`config.mk`:
```
export PLATFORM = sky130hd
export DESIGN_NAME = gascon_perm_core
export DESIGN_NICKNAME = d
export VERILOG_FILES = /design/src/rtl/gascon_perm_core.sv
export SDC_FILE = /design/constraint.sdc
export NUM_CORES = 2
export LEC_CHECK = 0
export BUFFER_PORTS_ARGS = -buffer_cell sky130_fd_sc_hd__buf_2
export CAP_MARGIN = 10
export CORE_ASPECT_RATIO = 2
export CORE_MARGIN = 2
export CORE_UTILIZATION = 55
export DETAILED_ROUTE_END_ITERATION = 16
export PLACE_DENSITY = 0.86
export SETUP_SLACK_MARGIN = 0.15
export SYNTH_ARGS = -nofsm -noshare
export SYNTH_HDL_FRONTEND = slang
export SYNTH_SLANG_ARGS = --single-unit
```
`constraint.sdc`:
```
create_clock -name clk -period 35.8 [get_ports clk]
set_clock_uncertainty 0.15 [all_clocks]
set_input_delay 10.74 -clock clk [delete_from_list [all_inputs] [get_ports clk]]
set_output_delay 10.74 -clock clk [all_outputs]
set_load 0.01 [all_outputs]
```
`src/rtl/gascon_perm_core.sv`:
```
// Iterative Gascon permutation: applies a run-time round count (clamped to MAX_ROUNDS) to the
// CWIDTH-bit state, UNROLL rounds per clock, with valid/ready handshakes and output backpressure.
module gascon_perm_core #(
  parameter int unsigned CWIDTH     = 320,
  parameter int unsigned MAX_ROUNDS = 12,
  parameter int unsigned UNROLL     = 1,
  parameter int unsigned RCNT_W     = 4
) (
  input  logic              clk,
  input  logic              reset,
  input  logic              in_valid,
  output logic              in_ready,
  input  logic [CWIDTH-1:0] c,
  input  logic [RCNT_W-1:0] num_rounds,
  output logic              out_valid,
  input  logic              out_ready,
  output logic [CWIDTH-1:0] cout,
  output logic              busy
);

  localparam int unsigned NW    = CWIDTH / 64;
  localparam int unsigned MID   = (NW - 1) / 2;
  localparam int unsigned CNT_W = $clog2(MAX_ROUNDS + 1);

  typedef enum logic [2:0] {StIdle, StLoad, StRun, StDone, StOut} state_e;

  state_e              r_st;
  logic [CWIDTH-1:0]   r_s;
  logic [CNT_W-1:0]    r_n;
  logic [CNT_W-1:0]    r_b;
  logic [CNT_W-1:0]    r_i;
  logic                r_out_valid;
  logic [CWIDTH-1:0]   r_cout;
  logic                r_busy;

  logic [CWIDTH-1:0]   w_next;
  logic [CNT_W-1:0]    w_step;
  logic                w_last;
  logic [CNT_W-1:0]    w_n_clamp;

  function automatic logic [63:0] f_rotr(input logic [63:0] x, input int unsigned n);
    return (x >> n) | (x << (64 - n));
  endfunction

  // Per-word rotation pair of the linear layer; words beyond the ninth reuse the table.
  function automatic logic [63:0] f_lin(input logic [63:0] x, input int unsigned w);
    case (w % 9)
      0:       return x ^ f_rotr(x, 19) ^ f_rotr(x, 28);
      1:       return x ^ f_rotr(x, 61) ^ f_rotr(x, 38);
      2:       return x ^ f_rotr(x, 1)  ^ f_rotr(x, 6);
      3:       return x ^ f_rotr(x, 10) ^ f_rotr(x, 17);
      4:       return x ^ f_rotr(x, 7)  ^ f_rotr(x, 40);
      5:       return x ^ f_rotr(x, 31) ^ f_rotr(x, 26);
      6:       return x ^ f_rotr(x, 53) ^ f_rotr(x, 58);
      7:       return x ^ f_rotr(x, 9)  ^ f_rotr(x, 46);
      default: return x ^ f_rotr(x, 43) ^ f_rotr(x, 50);
    endcase
  endfunction

  // One round: constant add, bit-sliced S-box (chi with pre/post xor chains), linear layer.
  function automatic logic [CWIDTH-1:0] f_round(input logic [CWIDTH-1:0] s, input logic [3:0] k);
    logic [63:0]       x [NW];
    logic [63:0]       t [NW];
    logic [CWIDTH-1:0] res;
    for (int w = 0; w < NW; w++) x[w] = s[64*w +: 64];
    x[MID] = x[MID] ^ {56'b0, 4'hF - k, k};
    for (int j = 0; j < NW; j += 2) x[j] = x[j] ^ x[(j + NW - 1) % NW];
    for (int w = 0; w < NW; w++) t[w] = ~x[w] & x[(w + 1) % NW];
    for (int w = 0; w < NW; w++) x[w] = x[w] ^ t[(w + 1) % NW];
    for (int j = 0; j < NW; j += 2) x[(j + 1) % NW] = x[(j + 1) % NW] ^ x[j];
    x[MID] = ~x[MID];
    for (int w = 0; w < NW; w++) res[64*w +: 64] = f_lin(x[w], w);
    return res;
  endfunction

  always_comb begin
    w_n_clamp = (int'(num_rounds) > int'(MAX_ROUNDS)) ? CNT_W'(MAX_ROUNDS) : CNT_W'(num_rounds);
  end

  // Unrolled chain; stages past the last requested round pass the state through untouched.
  always_comb begin
    w_next = r_s;
    w_step = '0;
    for (int u = 0; u < int'(UNROLL); u++) begin
      if (int'(r_i) + u < int'(r_n)) begin
        w_next = f_round(w_next, 4'(int'(r_b) + int'(r_i) + u));
        w_step = w_step + CNT_W'(1);
      end
    end
    w_last = (int'(r_i) + int'(w_step) == int'(r_n));
  end

  always_ff @(posedge clk or posedge reset) begin
    if (reset) begin
      r_st        <= StIdle;
      r_s         <= '0;
      r_n         <= '0;
      r_b         <= '0;
      r_i         <= '0;
      r_out_valid <= 1'b0;
      r_cout      <= '0;
      r_busy      <= 1'b0;
    end else begin
      unique case (r_st)
        StIdle: begin
          if (in_valid) begin
            r_s    <= c;
            r_n    <= w_n_clamp;
            r_b    <= CNT_W'(MAX_ROUNDS) - w_n_clamp;
            r_i    <= '0;
            r_busy <= 1'b1;
            r_st   <= StLoad;
          end
        end
        StLoad: begin
          if (r_n == '0) begin
            r_busy <= 1'b0;
            r_st   <= StDone;
          end else begin
            r_st <= StRun;
          end
        end
        StRun: begin
          r_s <= w_next;
          r_i <= r_i + w_step;
          if (w_last) begin
            r_busy <= 1'b0;
            r_st   <= StDone;
          end
        end
        StDone: begin
          r_out_valid <= 1'b1;
          r_cout      <= r_s;
          r_st        <= StOut;
        end
        StOut: begin
          if (out_ready) begin
            r_out_valid <= 1'b0;
            r_cout      <= '0;
            r_st        <= StIdle;
          end
        end
        default: r_st <= StIdle;
      endcase
    end
  end

  assign in_ready  = (r_st == StIdle) && !reset;
  assign out_valid = r_out_valid;
  assign cout      = r_cout;
  assign busy      = r_busy;

endmodule

```
== Word-level counts from Yosys, hierarchy flattened ==
Index checks and enable logic that the tools add are counted.

* Add/subtract/negate cells: 5
* Bitwise operators: 43
* Muxes and demuxes: 20
* Shift-type cells: 0
* Multiply operators: 0
* Reduce and logical (&&, ||, !) cells: 13
* Magnitude comparators: 2
* Eq/ne operators: 10
* Divide/modulo/power cells: 0

{| class="wikitable"
|+ Operator list
! operator !! count
|-
| bitwise XOR 64 bit || 21
|-
| case mux 320 bit (2 select lines) || 2
|-
| two-way mux 320 bit || 3
|-
| NOT 64 bit || 6
|-
| AND 64 bit || 5
|-
| bitwise OR 24 x 64 -> 64 bit || 1
|-
| bitwise OR 26 x 64 -> 64 bit || 1
|-
| bitwise OR 3 x 64 -> 64 bit || 1
|-
| bitwise OR 36 x 64 -> 64 bit || 1
|-
| bitwise OR 45 x 64 -> 64 bit || 1
|-
| bitwise OR 47 x 64 -> 64 bit || 1
|-
| bitwise OR 54 x 64 -> 64 bit || 1
|-
| bitwise OR 57 x 64 -> 64 bit || 1
|-
| bitwise OR 58 x 64 -> 64 bit || 1
|-
| bitwise OR 63 x 64 -> 64 bit || 1
|-
| bitwise XOR 64 x 8 -> 64 bit || 1
|-
| case mux 3 bit (5 select lines) || 1
|-
| != test 2 bit, second input constant || 5
|-
| two-way mux 3 bit || 3
|-
| adder 4 bit || 2
|-
| two-way mux 4 bit || 2
|-
| case mux 4 bit (2 select lines) || 1
|-
| subtractor 4 bit, first input constant || 2
|-
| == test 3 x 2 -> 1 bit, second input constant || 2
|-
| other kinds (18) || 27
|}

* Register bits: 657
* Bits in latches: 0
* Output and inout bits: 323
* Memory bits (writable): 0
* Input port bits: 328
* Bits in read-only memories: 0
* Memories: 0
* Logic and storage cells: 101

== Logic depth before layout (Yosys ltp) ==
* Depth after elaboration: 13
* Mapped depth: 13
* Mapped depth without buffers: 13

== Worst setup path before layout ==
No wires, ideal clock.

* Path kind: input-to-output
* From: input port reset
* To: output port in_ready
* Cell stages on the path: 1
* Data arrival time: 11.093 ns
* Path slack: 13.817 ns
* Path through: nor4_1

* Cells in the longest elaborated chain, start to end: 2

{| class="wikitable"
|+ Ends and longest elaborated chain
! item !! line !! RTL
|-
| start, declared || 10 || <nowiki>input logic reset,</nowiki>
|-
| zero test 1 bit || 148 || <nowiki>assign in_ready = (r_st == StIdle) && !reset;</nowiki>
|-
| logical AND 1 bit || 148 ||
|-
| end, declared || 12 || <nowiki>output logic in_ready,</nowiki>
|}

No other way between the ends.

== Worst setup path in the final report ==
Ends and elaborated chain as after synthesis.

==> results.toml <==
[floorplan]
placementRows = 145
boundaryPins = 651
die_y_um = 399
core_mm2 = 0.0776
floorplan.initialDensity = 0.553
die-width_um = 202
die_area_mm2 = 0.0805

[drt]
drt_first_pass_iters = 7
detail_route.vias_per_cell = 6.42
routed-via-count = 35600
drt.antenna.violating_nets = 0
drt_iter0_drc = 4599
drt-total-wl_um = 186000
avgRoutedWirePerCell_um = 33.5
drc_errors = 0

[synth]
syn_inst = 3919
netlist_area_mm2 = 0.0429
synthesis.yosys.warnings = 0
synthFlopType = "sky130_fd_sc_hd__dfrtp_1"
post_synth_edffs = 0
synth.net_count = 4386
synth.avg_cell_area_um2 = 11.0
synthDistinctLibCells = 50
seq_area_frac_synth = 0.382
postSynthRegisterBits = 656
async_flop_share = 1.00

[finish]
leading_cell_types_in_the_layout_fill_and_taps_excluded = "sky130_fd_sc_hd__dfrtp_1, sky130_fd_sc_hd__buf_2, sky130_fd_sc_hd__nand2_1, sky130_fd_sc_hd__xnor2_1, sky130_fd_sc_hd__a22o_1"
post_route_cells_drive_above_1_share = 0.218
n_fill_cell = 6229
most_common_cell_after_layout_fill_and_taps_aside = "sky130_fd_sc_hd__dfrtp_1"
area_growth_syn_to_layout_pct = 14.5
finalNetCount = 4933

[sta]
layout_min_cycle_time_ns = 22.11
clock.fmax_mhz = 45.2
tightest_slew_ns = 1.43
post-route-period-util = 0.618
relSlewSlack = 0.0376
final-max-slew-violation-count = 0
timing.final.setup_violations = 0
rsz0062_at_grt = "no"
hold_violations = 0
setup_tns_ns = 0

[clock_tree]
number_of_buffers_on_the_longest_clock_path = 3
clock_sinks = 656
cts_resized = 0
cts.clk_slew.worst_paths_ns = 0.06
cts_buffer_count = 59
tritoncts = "built"
postCtsHoldBufs = 0
cts_max_level = 2
clock_latency_ns = 0.67
post_cts_buffers = 0
root_buffer = "sky130_fd_sc_hd__clkbuf_16"

[global_routing]
wire_length_of_the_first_global_routing_pass_um = 259000
pin_count_of_the_biggest_net_entering_global_routing = 198
number_of_antenna_violations_at_the_first_check_in_global_routing = 15
global_route.overflow_total = 0
vias_in_the_first_global_route = 33800
globalRouteTotalUtil = 0.463

[worst_setup_path]
cpMostUsedCell = "sky130_fd_sc_hd__buf_2"
crit_path_top_delay_cell = "sky130_fd_sc_hd__buf_2"
timing.critical_path.to_type = "output port"
timing.critical_path.arrival_ns = 11.22
timing.critical_path.from_type = "primary input"
worst_path_largest_cell_delay_ns = 0.18
critPathRequiredTime_ns = 24.91
critical_path.cell_chain = "buf_2 -> nor4_1 -> buf_2"
type_of_the_setup_path_with_the_least_slack = "primary input to output port"
critical_path_peak_fanout = 2

[placement]
gpl.final_weighted_congestion = 1.21
numPortBuffers = 650
post-dp-hpwl_um = 144000

[job]
max_cap_viol_count = 0

[run_status]
status = "completed"

[min_path]
min-delay-path-class = "flip-flop to flip-flop"
worst max-delay path, delay by kind of cell:
kind,cells,cell delay [ns]
and+or+nand+nor,1,0.17
buffers and inverters,2,0.32
per-stage QoR:
step                 util  worst slack, ns  cell area, um2  hold WS [ns]  std cells
global route        0.633            13.65           49200         0.352       5544
finish              0.633            13.69           49200         0.343       5549
CTS                 0.631            13.68           49000         0.347       5532
floorplan               -             6.53           42900         0.306       3919
detailed placement  0.604            13.69           46900         0.327       5422
global placement    0.604            13.62           46900         0.327       5422
final timing paths:
| kind | startpoint | to | slack, ns | depth (start not counted) |
|---|---|---|---|---|
| setup / recovery | reset | in_ready | 13.69 | 3 |
| hold / removal | cout[291] | cout[291] | 0.34 | 1 |
| setup reg to reg | r_st[0] | r_s[94] | 31.33 | 8 |
| hold reg to reg | cout[291] | cout[291] | 0.34 | 1 |
| max in group asynchronous | reset | cout[148] | 22.98 | 4 |
| min in group asynchronous | reset | r_st[1] | 10.08 | 2 |
state kept, by name (all words and copies together) (netlist names):
name,flops
busy,1
cout,320
out_valid,1
r_b,3
r_i,4
r_n,4
r_s,320
r_st,3
Yosys cell counts (54+ instances only):
library cell               count  area share
sky130_fd_sc_hd__dfrtp_1     656        0.38
sky130_fd_sc_hd__nand2_1     488       0.043
sky130_fd_sc_hd__xnor2_1     402       0.082
sky130_fd_sc_hd__a22o_1      320       0.065
sky130_fd_sc_hd__nor2_1      234       0.020
sky130_fd_sc_hd__xnor3_1     205        0.11
sky130_fd_sc_hd__inv_1       185       0.016
sky130_fd_sc_hd__o21ai_1     143       0.017
sky130_fd_sc_hd__ha_1        138       0.040
sky130_fd_sc_hd__a21oi_1     137       0.016
sky130_fd_sc_hd__xor2_1      133       0.027
sky130_fd_sc_hd__clkbuf_1    117       0.010
sky130_fd_sc_hd__o21ai_0     107       0.012
sky130_fd_sc_hd__buf_2        83      0.0097
sky130_fd_sc_hd__xor2_2       73       0.028
sky130_fd_sc_hd__a31oi_1      65      0.0095
sky130_fd_sc_hd__o211a_1      62       0.014
sky130_fd_sc_hd__o22ai_1      54      0.0079
sky130_fd_sc_hd__xnor2_2      54       0.020
cell families after synthesis:
logic type	Yosys count	synth area share
AOI/OAI and AO/OA	944	0.154
xor gates and xnor gates	920	0.294
adders and majority gates	201	0.0557
buffers and inverters	413	0.0386
DFF	656	0.382
muxes	41	0.00959
and+or+nand+nor	744	0.0662
layout make-up:
cell class              count  area [um2]  area share
flip-flops and latches    656       16400       0.334
well taps                1029        1290      0.0262
multi-input cells        2850       25000       0.508
clock buffers              74        1660      0.0337
diodes                      5        12.5    0.000254
inverters                 201         762      0.0155
clock inverters            36         420     0.00855
repair buffers            698        3650      0.0742
metal layers:
metal,track usage,share of wire,vias to the layer above
li1,-,-,14600
met1,0.570,0.34,17400
met2,0.661,0.42,3019
met3,0.157,0.13,672
met4,0.381,0.11,10
met5,0,0.00035,-
Power is not shown: default switching activity piles up to over one toggle a cycle in this logic, so the estimate is an artifact.
